<file path="src/rtl/ycbcr2rgb.sv">
// Full-range BT.601 (JPEG) YCbCr 4:4:4 to 8-bit RGB pixel-stream converter.
// Four register stages: offset removal, coefficient products, rounded sums,
// clamp plus href gating. vsync/href ride a matching 4-deep shift register.
module ycbcr2rgb #(
  parameter int unsigned K_R_CR = 359,  // 1.402    * 256
  parameter int unsigned K_G_CB = 88,   // 0.344136 * 256
  parameter int unsigned K_G_CR = 183,  // 0.714136 * 256
  parameter int unsigned K_B_CB = 454   // 1.772    * 256
) (
  input  logic       sys_clk,
  input  logic       sys_rst,
  input  logic       per_img_vsync,
  input  logic       per_img_href,
  input  logic [7:0] per_img_Y,
  input  logic [7:0] per_img_Cb,
  input  logic [7:0] per_img_Cr,
  output logic       post_img_vsync,
  output logic       post_img_href,
  output logic [7:0] post_img_red,
  output logic [7:0] post_img_green,
  output logic [7:0] post_img_blue
);

  localparam logic signed [18:0] KRCr = 19'(K_R_CR);
  localparam logic signed [18:0] KGCb = 19'(K_G_CB);
  localparam logic signed [18:0] KGCr = 19'(K_G_CR);
  localparam logic signed [18:0] KBCb = 19'(K_B_CB);
  // Half an LSB of the 2^8 scaling, so the final shift rounds to nearest.
  localparam logic signed [19:0] Round = 20'sd128;

  // Saturate a 2^8-scaled sum to 0..255 without ever wrapping.
  function automatic logic [7:0] clamp8(input logic signed [19:0] s);
    logic signed [19:0] v;
    v = s >>> 8;
    if (v < 20'sd0) begin
      clamp8 = 8'd0;
    end else if (v > 20'sd255) begin
      clamp8 = 8'd255;
    end else begin
      clamp8 = v[7:0];
    end
  endfunction

  // Sync delay line
  logic [3:0] vsync_q, vsync_d;
  logic [3:0] href_q, href_d;

  // Stage 1: centred chroma and scaled luma
  logic signed [8:0]  dcb_q, dcb_d;
  logic signed [8:0]  dcr_q, dcr_d;
  logic signed [17:0] ys1_q, ys1_d;

  // Stage 2: products (luma carried alongside)
  logic signed [18:0] pr_q, pr_d;
  logic signed [18:0] pgb_q, pgb_d;
  logic signed [18:0] pgr_q, pgr_d;
  logic signed [18:0] pb_q, pb_d;
  logic signed [17:0] ys2_q, ys2_d;

  // Stage 3: rounded sums
  logic signed [19:0] sr_q, sr_d;
  logic signed [19:0] sg_q, sg_d;
  logic signed [19:0] sb_q, sb_d;

  // Stage 4: clamped, gated outputs
  logic [7:0] red_q, red_d;
  logic [7:0] green_q, green_d;
  logic [7:0] blue_q, blue_d;

  // Shift syncs one place per clock so they land with the data at stage 4.
  always_comb begin
    vsync_d = {vsync_q[2:0], per_img_vsync};
    href_d  = {href_q[2:0], per_img_href};
  end

  // Stage 1 next-state: remove the 128 chroma offset, scale luma by 2^8.
  always_comb begin
    dcb_d = $signed({1'b0, per_img_Cb}) - 9'sd128;
    dcr_d = $signed({1'b0, per_img_Cr}) - 9'sd128;
    ys1_d = $signed({2'b00, per_img_Y, 8'h00});
  end

  // Stage 2 next-state: signed coefficient products.
  always_comb begin
    pr_d  = KRCr * 19'(dcr_q);
    pgb_d = KGCb * 19'(dcb_q);
    pgr_d = KGCr * 19'(dcr_q);
    pb_d  = KBCb * 19'(dcb_q);
    ys2_d = ys1_q;
  end

  // Stage 3 next-state: per-channel sums with rounding constant.
  always_comb begin
    sr_d = 20'(ys2_q) + 20'(pr_q) + Round;
    sg_d = 20'(ys2_q) - 20'(pgb_q) - 20'(pgr_q) + Round;
    sb_d = 20'(ys2_q) + 20'(pb_q) + Round;
  end

  // Stage 4 next-state: clamp, and blank data whenever the aligned href is low.
  always_comb begin
    red_d   = 8'd0;
    green_d = 8'd0;
    blue_d  = 8'd0;
    if (href_q[2]) begin
      red_d   = clamp8(sr_q);
      green_d = clamp8(sg_q);
      blue_d  = clamp8(sb_q);
    end
  end

  // Sync delay line registers.
  always_ff @(posedge sys_clk or negedge sys_rst) begin
    if (!sys_rst) begin
      vsync_q <= 4'd0;
      href_q  <= 4'd0;
    end else begin
      vsync_q <= vsync_d;
      href_q  <= href_d;
    end
  end

  // Stage 1 registers.
  always_ff @(posedge sys_clk or negedge sys_rst) begin
    if (!sys_rst) begin
      dcb_q <= '0;
      dcr_q <= '0;
      ys1_q <= '0;
    end else begin
      dcb_q <= dcb_d;
      dcr_q <= dcr_d;
      ys1_q <= ys1_d;
    end
  end

  // Stage 2 registers.
  always_ff @(posedge sys_clk or negedge sys_rst) begin
    if (!sys_rst) begin
      pr_q  <= '0;
      pgb_q <= '0;
      pgr_q <= '0;
      pb_q  <= '0;
      ys2_q <= '0;
    end else begin
      pr_q  <= pr_d;
      pgb_q <= pgb_d;
      pgr_q <= pgr_d;
      pb_q  <= pb_d;
      ys2_q <= ys2_d;
    end
  end

  // Stage 3 registers.
  always_ff @(posedge sys_clk or negedge sys_rst) begin
    if (!sys_rst) begin
      sr_q <= '0;
      sg_q <= '0;
      sb_q <= '0;
    end else begin
      sr_q <= sr_d;
      sg_q <= sg_d;
      sb_q <= sb_d;
    end
  end

  // Stage 4 output registers.
  always_ff @(posedge sys_clk or negedge sys_rst) begin
    if (!sys_rst) begin
      red_q   <= 8'd0;
      green_q <= 8'd0;
      blue_q  <= 8'd0;
    end else begin
      red_q   <= red_d;
      green_q <= green_d;
      blue_q  <= blue_d;
    end
  end

  assign post_img_vsync = vsync_q[3];
  assign post_img_href  = href_q[3];
  assign post_img_red   = red_q;
  assign post_img_green = green_q;
  assign post_img_blue  = blue_q;

endmodule

</file>
<file path="config.mk">
export PLATFORM = sky130hd
export DESIGN_NAME = ycbcr2rgb
export DESIGN_NICKNAME = d
export VERILOG_FILES = /design/src/rtl/ycbcr2rgb.sv
export SDC_FILE = /design/constraint.sdc
export NUM_CORES = 1
export LEC_CHECK = 0
export CAP_MARGIN = 20
export CORE_MARGIN = 5
export CORE_UTILIZATION = 50
export CTS_BUF_LIST = sky130_fd_sc_hd__clkbuf_2
export DETAILED_ROUTE_END_ITERATION = 8
export PLACE_DENSITY = 0.68
export SETUP_SLACK_MARGIN = 0.05
export SLEW_MARGIN = 20
export SYNTH_ARGS = -nofsm -noshare
export SYNTH_HDL_FRONTEND = slang
export SYNTH_SLANG_ARGS = --single-unit
export TNS_END_PERCENT = 30
</file>
<file path="constraint.sdc">
create_clock -name sys_clk -period 6.55 [get_ports sys_clk]
set_clock_uncertainty 0.2 [all_clocks]
set_input_delay 0.655 -clock sys_clk [delete_from_list [all_inputs] [get_ports sys_clk]]
set_output_delay 0.655 -clock sys_clk [all_outputs]
set_load 0.01 [all_outputs]
</file>
# [Word-level counts from Yosys, hierarchy flattened]
# Cells that the tools add are included.
[totals] reg_bits=195 input_bits=28 output_inout_bits=26 elab_cells=44
[op_classes] n_addsub=9 multipliers=4 n_lt_le_gt_ge=6 n_mux=9
[op_table] op="2-to-1 mux 8 bit" n=9
[op_table] op="adder 20 x 9 -> 20 bit, second input constant" n=3
[op_table] op="adder 17 x 19 -> 20 bit" n=2
[op_table] op="greater-than comparator 12 x 9 -> 1 bit, second input constant" n=3
[op_table] op="< comparator 12 x 1 -> 1 bit, second input constant" n=3
[op_table] op="multiplier 9 x 9 -> 18 bit, first input constant" n=2
[op_table] op="multiplier 10 x 9 -> 19 bit, first input constant" n=1
[op_table] op="subtractor 18 x 18 -> 19 bit" n=1
[op_table] op="subtractor 17 x 17 -> 18 bit" n=1
[op_table] op="subtractor 8 x 8 -> 9 bit, second input constant" n=2
[op_table] op="multiplier 5 x 9 -> 14 bit, first input constant" n=1

# [Logic depth before layout (Yosys ltp)]
# Gate-level depths: netlist of run 1.
[depth] depth_word=4 ltp_mapped=21 mapped_depth_nobuf=21

# [Least setup slack after synthesis of run 1]
# No wires, ideal clock.
[synth_path] path_type="register to register" from="register dcr_q[7]" to="register pgr_q[17] (netlist name)" setup_time_ns=0.143 t_arrival_ns=4.717 t_required_ns=6.207 path_slack_ns=1.490 path_stages_with_launch=19 path_buffers=0 synth_period_minus_slack_ns=5.060 path_cell_list="dfrtp_1 > inv_1 > ha_1 > ha_1 > inv_1 > fa_1 > inv_1 > fa_1 > ha_1 > ha_1 > a21o_1 > a21oi_1 > o21bai_1 > a21oi_1 > o21bai_1 > a211o_1 > a31o_2 > a21oi_1 > xnor2_1"
[synth_via] elab_chain_cells=1
[synth_rtl] element="start: declaration" line_no="50" source="logic signed [8:0] dcr_q, dcr_d;"
[synth_rtl] element="start signal: assignment" line_no="130" source="dcr_q <= dcr_d;"
[synth_rtl] element="multiplier 9 x 9 -> 18 bit" line_no="87" source="pgr_d = KGCr * 19'(dcr_q);"
[synth_rtl] element="via pgr_d[17]" line_no="56" source="logic signed [18:0] pgr_q, pgr_d;"
# The timed path passes the listed nets, and every way through them passes these cells.

# [Worst setup path in the final report of run 1]
[layout_path] from="register dcr_q[3]" to="register pgr_q[17] (netlist name)"
[layout_via] elab_chain_cells=1
[layout_rtl] element="multiplier 9 x 9 -> 18 bit" line_no="87"
[layout_rtl] element="via pgr_d[17]" line_no="56"
# The timed path passes the listed nets, and every way through them passes these cells.

==> key figures, run 1 <==
Cells and area
  • Commonest non-fill, non-tap cell in the layout: inv_1
  • NumNets Final: ~1400
  • Area Overhead vs Synth: 10.07%
  • Final Util: 56.09%
  • Most frequent cells in the layout: inv_1 (214), ha_1 (195), dfrtp_1 (156), fa_1 (68), xnor2_1 (61)
  • Share of cells above drive strength 1: under 10%

Synth
  • Post-Syn Area: around 0.011 mm^2
  • Synth Register Bits: roughly 160
  • Syn_nets: ~1300
  • Combinational family with the most area after synthesis: adder cells
  • Synth Area in Simple Gates: 6.662%
  • Seq/Total Area, Yosys: a little over a third
  • Yosys warning count: 0
  • Synth Area in Compound Gates: around a tenth
  • Dominant synthesized flop cell: dfrtp_1
  • Mux cell area share after synthesis: less than 1%
  • Largest cells by area after synthesis: dfrtp_1 (35%), ha_1 (22%), fa_1 (12%)
  • Synth Area in XOR/XNOR: under 10%
  • Yosys top cell by area: dfrtp_1
  • Syn avg cell area: approximately 11 um^2
  • Post-synthesis adder-cell area fraction: around a third
  • Mapped Cells: approximately 1000
  • Synth cell types: between 70 and 80
  • EDFF count, synth: 0
  • Fraction of registers with async set/reset: 100.0%
  • Area share of the largest cell type after synthesis: about a third

Worst hold path
  • Hold path depth: 1
  • Hold Path Class: in -> reg

STA
  • Worst slew margin relative to its limit: between 40% and 50%
  • Tightest Pin Transition: between 0.8 and 0.9 ns
  • Max-slew violations: 0
  • Final setup violating endpoints: 0
  • Hold violation count in the final report: 0
  • Period utilization: 81.27%
  • Min cycle time layout: around 5.3 ns
  • Fmax: approximately 0.19 GHz
  • Unrepaired setup endpoints after global routing: no
  • Final setup TNS: 0 ns

GRT
  • Largest net degree at the start of global routing: 84
  • Vias in the first global route: a little over 7000
  • Wire length of the first global-routing pass: around 35000 um
  • Antenna violations before repair: 1
  • Global route total overflow: 0
  • GRT Overall Usage: between 10% and 20%

Routing
  • Met3 WL: about 650 um
  • Routed WL: just over 20000 um
  • Routed vias: 6900
  • Top Metal Used: met4
  • First-pass DRT Iterations: 4
  • 1st-iter DRT viols: about 330
  • Routed len/inst: approximately 14 um
  • Via/cell ratio: between 4 and 5
  • DRT antenna net count: 0
  • Routed metal-1 wire length: roughly 10000 um
  • DRC Markers: 0
  • Met2 Routed Length: slightly above 9000 um

Clock tree
  • Post_cts resized: 0
  • Max Root-Sink Buffers: 2
  • Cts hold-fix bufs: 3
  • CTS Buf Count: 17
  • # clock sinks: 156
  • Clk root buf: clkbuf_2
  • Clock Latency Late Sink: between 0.7 and 0.8 ns
  • CTS tree: yes
  • Postcts setup bufs: 0
  • Clock transition at path regs: about 0.3 ns
  • H-tree Lvls: 4

Floorplan
  • Row cnt: 54
  • Initial core utilization: around 51%
  • Die area: 0.02540 mm^2
  • Die span in y: around 160 um
  • # IOs: 54
  • Core Footprint: 0.02189 mm^2
  • Die Width: 159.4 um

Worst setup path
  • Max Fanout on Critical Path: 5
  • Startpoint Class: flip-flop
  • FF-to-FF path depth: 19
  • Critical path type: reg -> reg
  • Setup crit end kind: flip-flop
  • Critical Path RT: between 7 and 8 ns
  • WP data arrival: roughly 5.8 ns

Flow run
  • Max-cap violations: 0

Status
  • Status: complete, no violations

Place
  • PortBufs: 53
  • Final Wtd Congestion: between 0.8 and 0.9
  • HPWL Detailed: about 17000 um

Power
  • Leak Pwr: between 6 and 7 nW
  • Pwr Density: 422.6 mW/mm^2
  • VDD IR max: 0.2098 mV
## Yosys cell counts, drive strengths merged, types with 7 or more instances
cell,n
a21boi,7
a21o,9
a21oi,41
clkbuf,8
dfrtp,156
fa,68
ha,195
inv,214
nand2,29
nand3,10
nor2,46
nor2b,9
nor3,8
o21a,28
o21ai,34
o21bai,11
or2,7
or3,7
xnor2,61
xor2,16
## routing by layer
metal | vias to the layer above | GRT usage, %
met5 | - | 0
met4 | 0 | 5.118
met3 | 33 | 2.485
met2 | 119 | 26.36
met1 | 3263 | 23.98
li1 | 3485 | -
## through the flow
stage                     setup WS (ns)  total power, mW  cells  area, um^2  hold WS (ns)
final                             1.227            5.190   1393       12280       0.08800
after global routing             0.9875            5.743   1393       12280      0.005729
after CTS                         1.218            5.249   1392       12280     0.0001577
after detailed placement          1.309            4.668   1357       11990        0.1347
after global placement            1.435            4.597   1357       11990        0.1317
after floorplan                   1.490            3.981   1033       11160        0.1312
## worst max-delay path, stage by stage (launching register included)
cell and delay [ns]:
dfrtp_1 0.51, inv_1 0.09, fa_1 0.49, fa_1 0.55
inv_1 0.04, ha_1 0.27, inv_1 0.05, fa_1 0.52
inv_1 0.04, ha_1 0.33, fa_1 0.46, a21o_1 0.17
a21oi_1 0.23, o21bai_1 0.09, a21oi_1 0.22, o21bai_1 0.11
a211o_1 0.30, a31o_2 0.25, a21oi_1 0.19, xnor2_1 0.14
## power by group
group / internal, mW / switching, mW
Sequential: 1.29 / 0.114
Clock: 0.131 / 0.421
Combinational: 1.41 / 1.83
Total: 2.83 / 2.36
## final cells by class
type | instances | area (um^2)
fill | 1942 | 9612
multi-input combinational | 652 | 6384
antenna | 1 | 2.502
inverter | 214 | 803.3
clock buffer | 17 | 85.08
tap | 280 | 350.3
clock inverter | 15 | 173.9
timing repair buffer | 58 | 576.8
sequential | 156 | 3904
## cell families after synthesis
group	count (synthesis)
flops	156
compound gates	166
simple gates	144
xor+xnor	77
buf+inv	225
fa+ha+maj	263
mux	2
## sequential cells by signal, indices dropped and copies added, names as in the netlist, 11 cells and up
name / count
sr_q: 12
sb_q: 12
pr_q: 12
pb_q: 15
pgr_q: 18
sg_q: 12
pgb_q: 11
## final timing paths
path / start / endpoint / slack, ns
setup reg to reg: dcr_q[3] / pgr_q[17] / 1.23
max in group asynchronous: sys_rst / sr_q[9] / 4.48
hold reg to reg: ys1_q[10] / ys2_q[10] / 0.16
setup / recovery: dcr_q[3] / pgr_q[17] / 1.23
hold / removal: per_img_Cr[5] / dcr_q[5] / 0.09
min in group asynchronous: sys_rst / dcb_q[3] / 0.24
(Power assumes the default switching activity.)
==> run 2: changes to the inputs <==
==> constraint.sdc (replaced) <==
create_clock -name sys_clk -period 5 [get_ports sys_clk]
set_clock_uncertainty 0.2 [all_clocks]
set_input_delay 0.5 -clock sys_clk [delete_from_list [all_inputs] [get_ports sys_clk]]
set_output_delay 0.5 -clock sys_clk [all_outputs]
set_load 0.01 [all_outputs]
==> key figures, run 2 (same netlist as run 1, synthesis figures left out) <==
Status
  • Status: complete, no violations

Floorplan
  • Core Footprint: around 0.022 mm^2
  • Die span in y: 159.4 um
  • Die Width: around 160 um
  • # IOs: 54
  • Initial core utilization: between 50 and 60%
  • Row cnt: 54
  • Die area: ~0.025 mm^2

Place
  • Final Wtd Congestion: between 0.8 and 0.9
  • PortBufs: 53
  • HPWL Detailed: about 17000 um
  • Pre-CTS setup slack: -0.0004974 ns
  • # placed instances: between 1000 and 1500

Cells and area
  • Commonest non-fill, non-tap cell in the layout: inv_1
  • Regs by FF count: pgr_q: 18 flops, pb_q: 15 flops
  • Footprint of the multi-input gates: between 0.006 and 0.007 mm^2
  • Max reg flops: 18
  • Area Overhead vs Synth: 16.89%
  • Final Util: 59.57%
  • Most frequent cells in the layout: inv_1 (212), ha_1 (181), dfrtp_1 (153), fa_1 (64), xnor2_1 (61)
  • Fin cells: 1452
  • Storage cell area: a little under 0.004 mm^2
  • Share of cells above drive strength 1: 11.27%
  • Largest Register: pgr_q
  • Filler cells: between 1500 and 2000
  • NumNets Final: 1449

Worst setup path
  • CP peak stage delay: approximately 0.59 ns
  • Critical Path RT: ~5.5 ns
  • FF-to-FF path depth: 18
  • R2r setup slk: around 0.18 ns
  • Startpoint Class: flip-flop
  • Worst Setup SP: dcr_q[1]
  • Critical path's slowest cell: fa_2
  • Worst Setup EP: pgr_q[17]
  • Max Fanout on Critical Path: 4
  • Setup crit end kind: flip-flop
  • R2r endpoint: pgr_q[17]
  • Critical path type: reg -> reg
  • Cell chain of the critical path: buf_4, ha_2, fa_1, inv_1, fa_1, inv_1, fa_2, ha_4, ha_4, a21o_1, a21oi_2, o21bai_1, a21oi_1, o21bai_1, a211o_1, a31o_2, a21oi_2, xnor2_1
  • WP data arrival: ~5.3 ns
  • RR Startpoint: dcr_q[1]

GRT
  • GRT Overall Usage: between 10% and 20%
  • Vias in the first global route: 7466
  • Global route total overflow: 0
  • Antenna violations before repair: 1
  • Wire length of the first global-routing pass: 36050 um
  • Largest net degree at the start of global routing: 65

Clock tree
  • Clock Latency Late Sink: a little under 0.8 ns
  • Clk root buf: clkbuf_2
  • # clock sinks: 156
  • CTS Buf Count: 17
  • H-tree Lvls: 4
  • Max Root-Sink Buffers: 2
  • CTS tree: yes
  • Clock transition at path regs: approximately 0.30 ns

Worst hold path
  • Hold Path Class: reg -> reg

Routing
  • Via/cell ratio: approximately 5
  • 1st-iter DRT viols: about 230
  • DRC Markers: 0
  • Routed len/inst: around 14 um
  • DRT antenna net count: 0
  • Routed vias: 7090
  • First-pass DRT Iterations: 4
  • Routed WL: 20850 um

Flow run
  • Max-cap violations: 0

Power
  • Pwr Density: between 500 and 600 mW/mm^2
  • Leak Pwr: ~6.6 nW
  • VDD IR max: between 0.3 and 0.4 mV

STA
  • Min cycle time layout: around 4.8 ns
  • Worst slew margin relative to its limit: around half
  • Max-slew violations: 0
  • Fmax: ~0.21 GHz
  • Hold violation count in the final report: 0
  • Final setup violating endpoints: 0
  • Tightest Pin Transition: ~0.75 ns
  • Unrepaired setup endpoints after global routing: yes
  • Final WS setup: 0.1839 ns
  • Period utilization: a little over nine tenths
-- run 2: report_power, final --
group	internal, mW	switching, mW
clock network	0.183	0.566
registers	1.69	0.146
logic	2.04	2.48
-- run 2: how the worst min path moves through the flow --
stage | startpoint | end | slack (ns) | cells past startpoint
floorplan | sys_rst | dcb_q[0] | 0.004 | 0
global placement | vsync_q[0] | vsync_q[1] | 0.13 | 0
detailed placement | href_q[1] | href_q[2] | 0.13 | 0
CTS | href_q[1] | href_q[2] | 0.19 | 0
global route | ys1_q[13] | ys2_q[13] | 0.19 | 0
finish | href_q[1] | href_q[2] | 0.19 | 0
-- run 2: cell type report --
cell class | instances | area share, %
diodes | 1 | 0.01919
clock buffers | 17 | 0.6525
clock inverters | 15 | 1.458
inverters | 214 | 6.160
multi-input cells | 652 | 50.60
flip-flops and latches | 156 | 29.97
well taps | 280 | 2.687
repair buffers | 117 | 8.453
-- run 2: metal layers --
layer  track usage (%)  routed length, um
met2             28.22               9820
met1             24.06              10130
met3             2.640                589
met4             4.537                308
met5                 0                  0
-- run 2: through the flow --
stage / TNS (ns) / instance area (um^2) / hold slack [ns] / total power, mW
CTS: 0 / 12790 / 0.1889 / 6.989
detailed placement: -0.0004974 / 12150 / 0.1347 / 6.128
finish: 0 / 13040 / 0.1860 / 7.106
global route: -0.0009690 / 13040 / 0.1910 / 7.863
floorplan: 0 / 11160 / 0.004409 / 5.215
global placement: 0 / 12150 / 0.1314 / 6.043
-- run 2: critical path, delay by kind of cell, from the launching register on --
kind            cells  cell delay [ns]
flops               1             0.51
fa+ha+maj           6             2.21
xor+xnor            1             0.12
buf+inv             3             0.29
compound gates      8             1.40
-- run 2: timing repair --
item	CTS	global route
resized for setup	7	39
setup buffers	6	6
pin swaps	1	25
hold buffers	29	0
endpoints found under the setup margin	2	11
endpoints found under the hold margin	97	0
==> run 3: changes to the inputs <==
--- a/config.mk
+++ b/config.mk
@@ -9,6 +9,7 @@
 export CORE_MARGIN = 5
 export CORE_UTILIZATION = 50
 export CTS_BUF_LIST = sky130_fd_sc_hd__clkbuf_2
+export CTS_CLUSTER_DIAMETER = 50
 export DETAILED_ROUTE_END_ITERATION = 8
 export PLACE_DENSITY = 0.68
 export SETUP_SLACK_MARGIN = 0.05
==> results of run 3 <==
No change in the layout: final DEF, timing and power equal those of run 2.
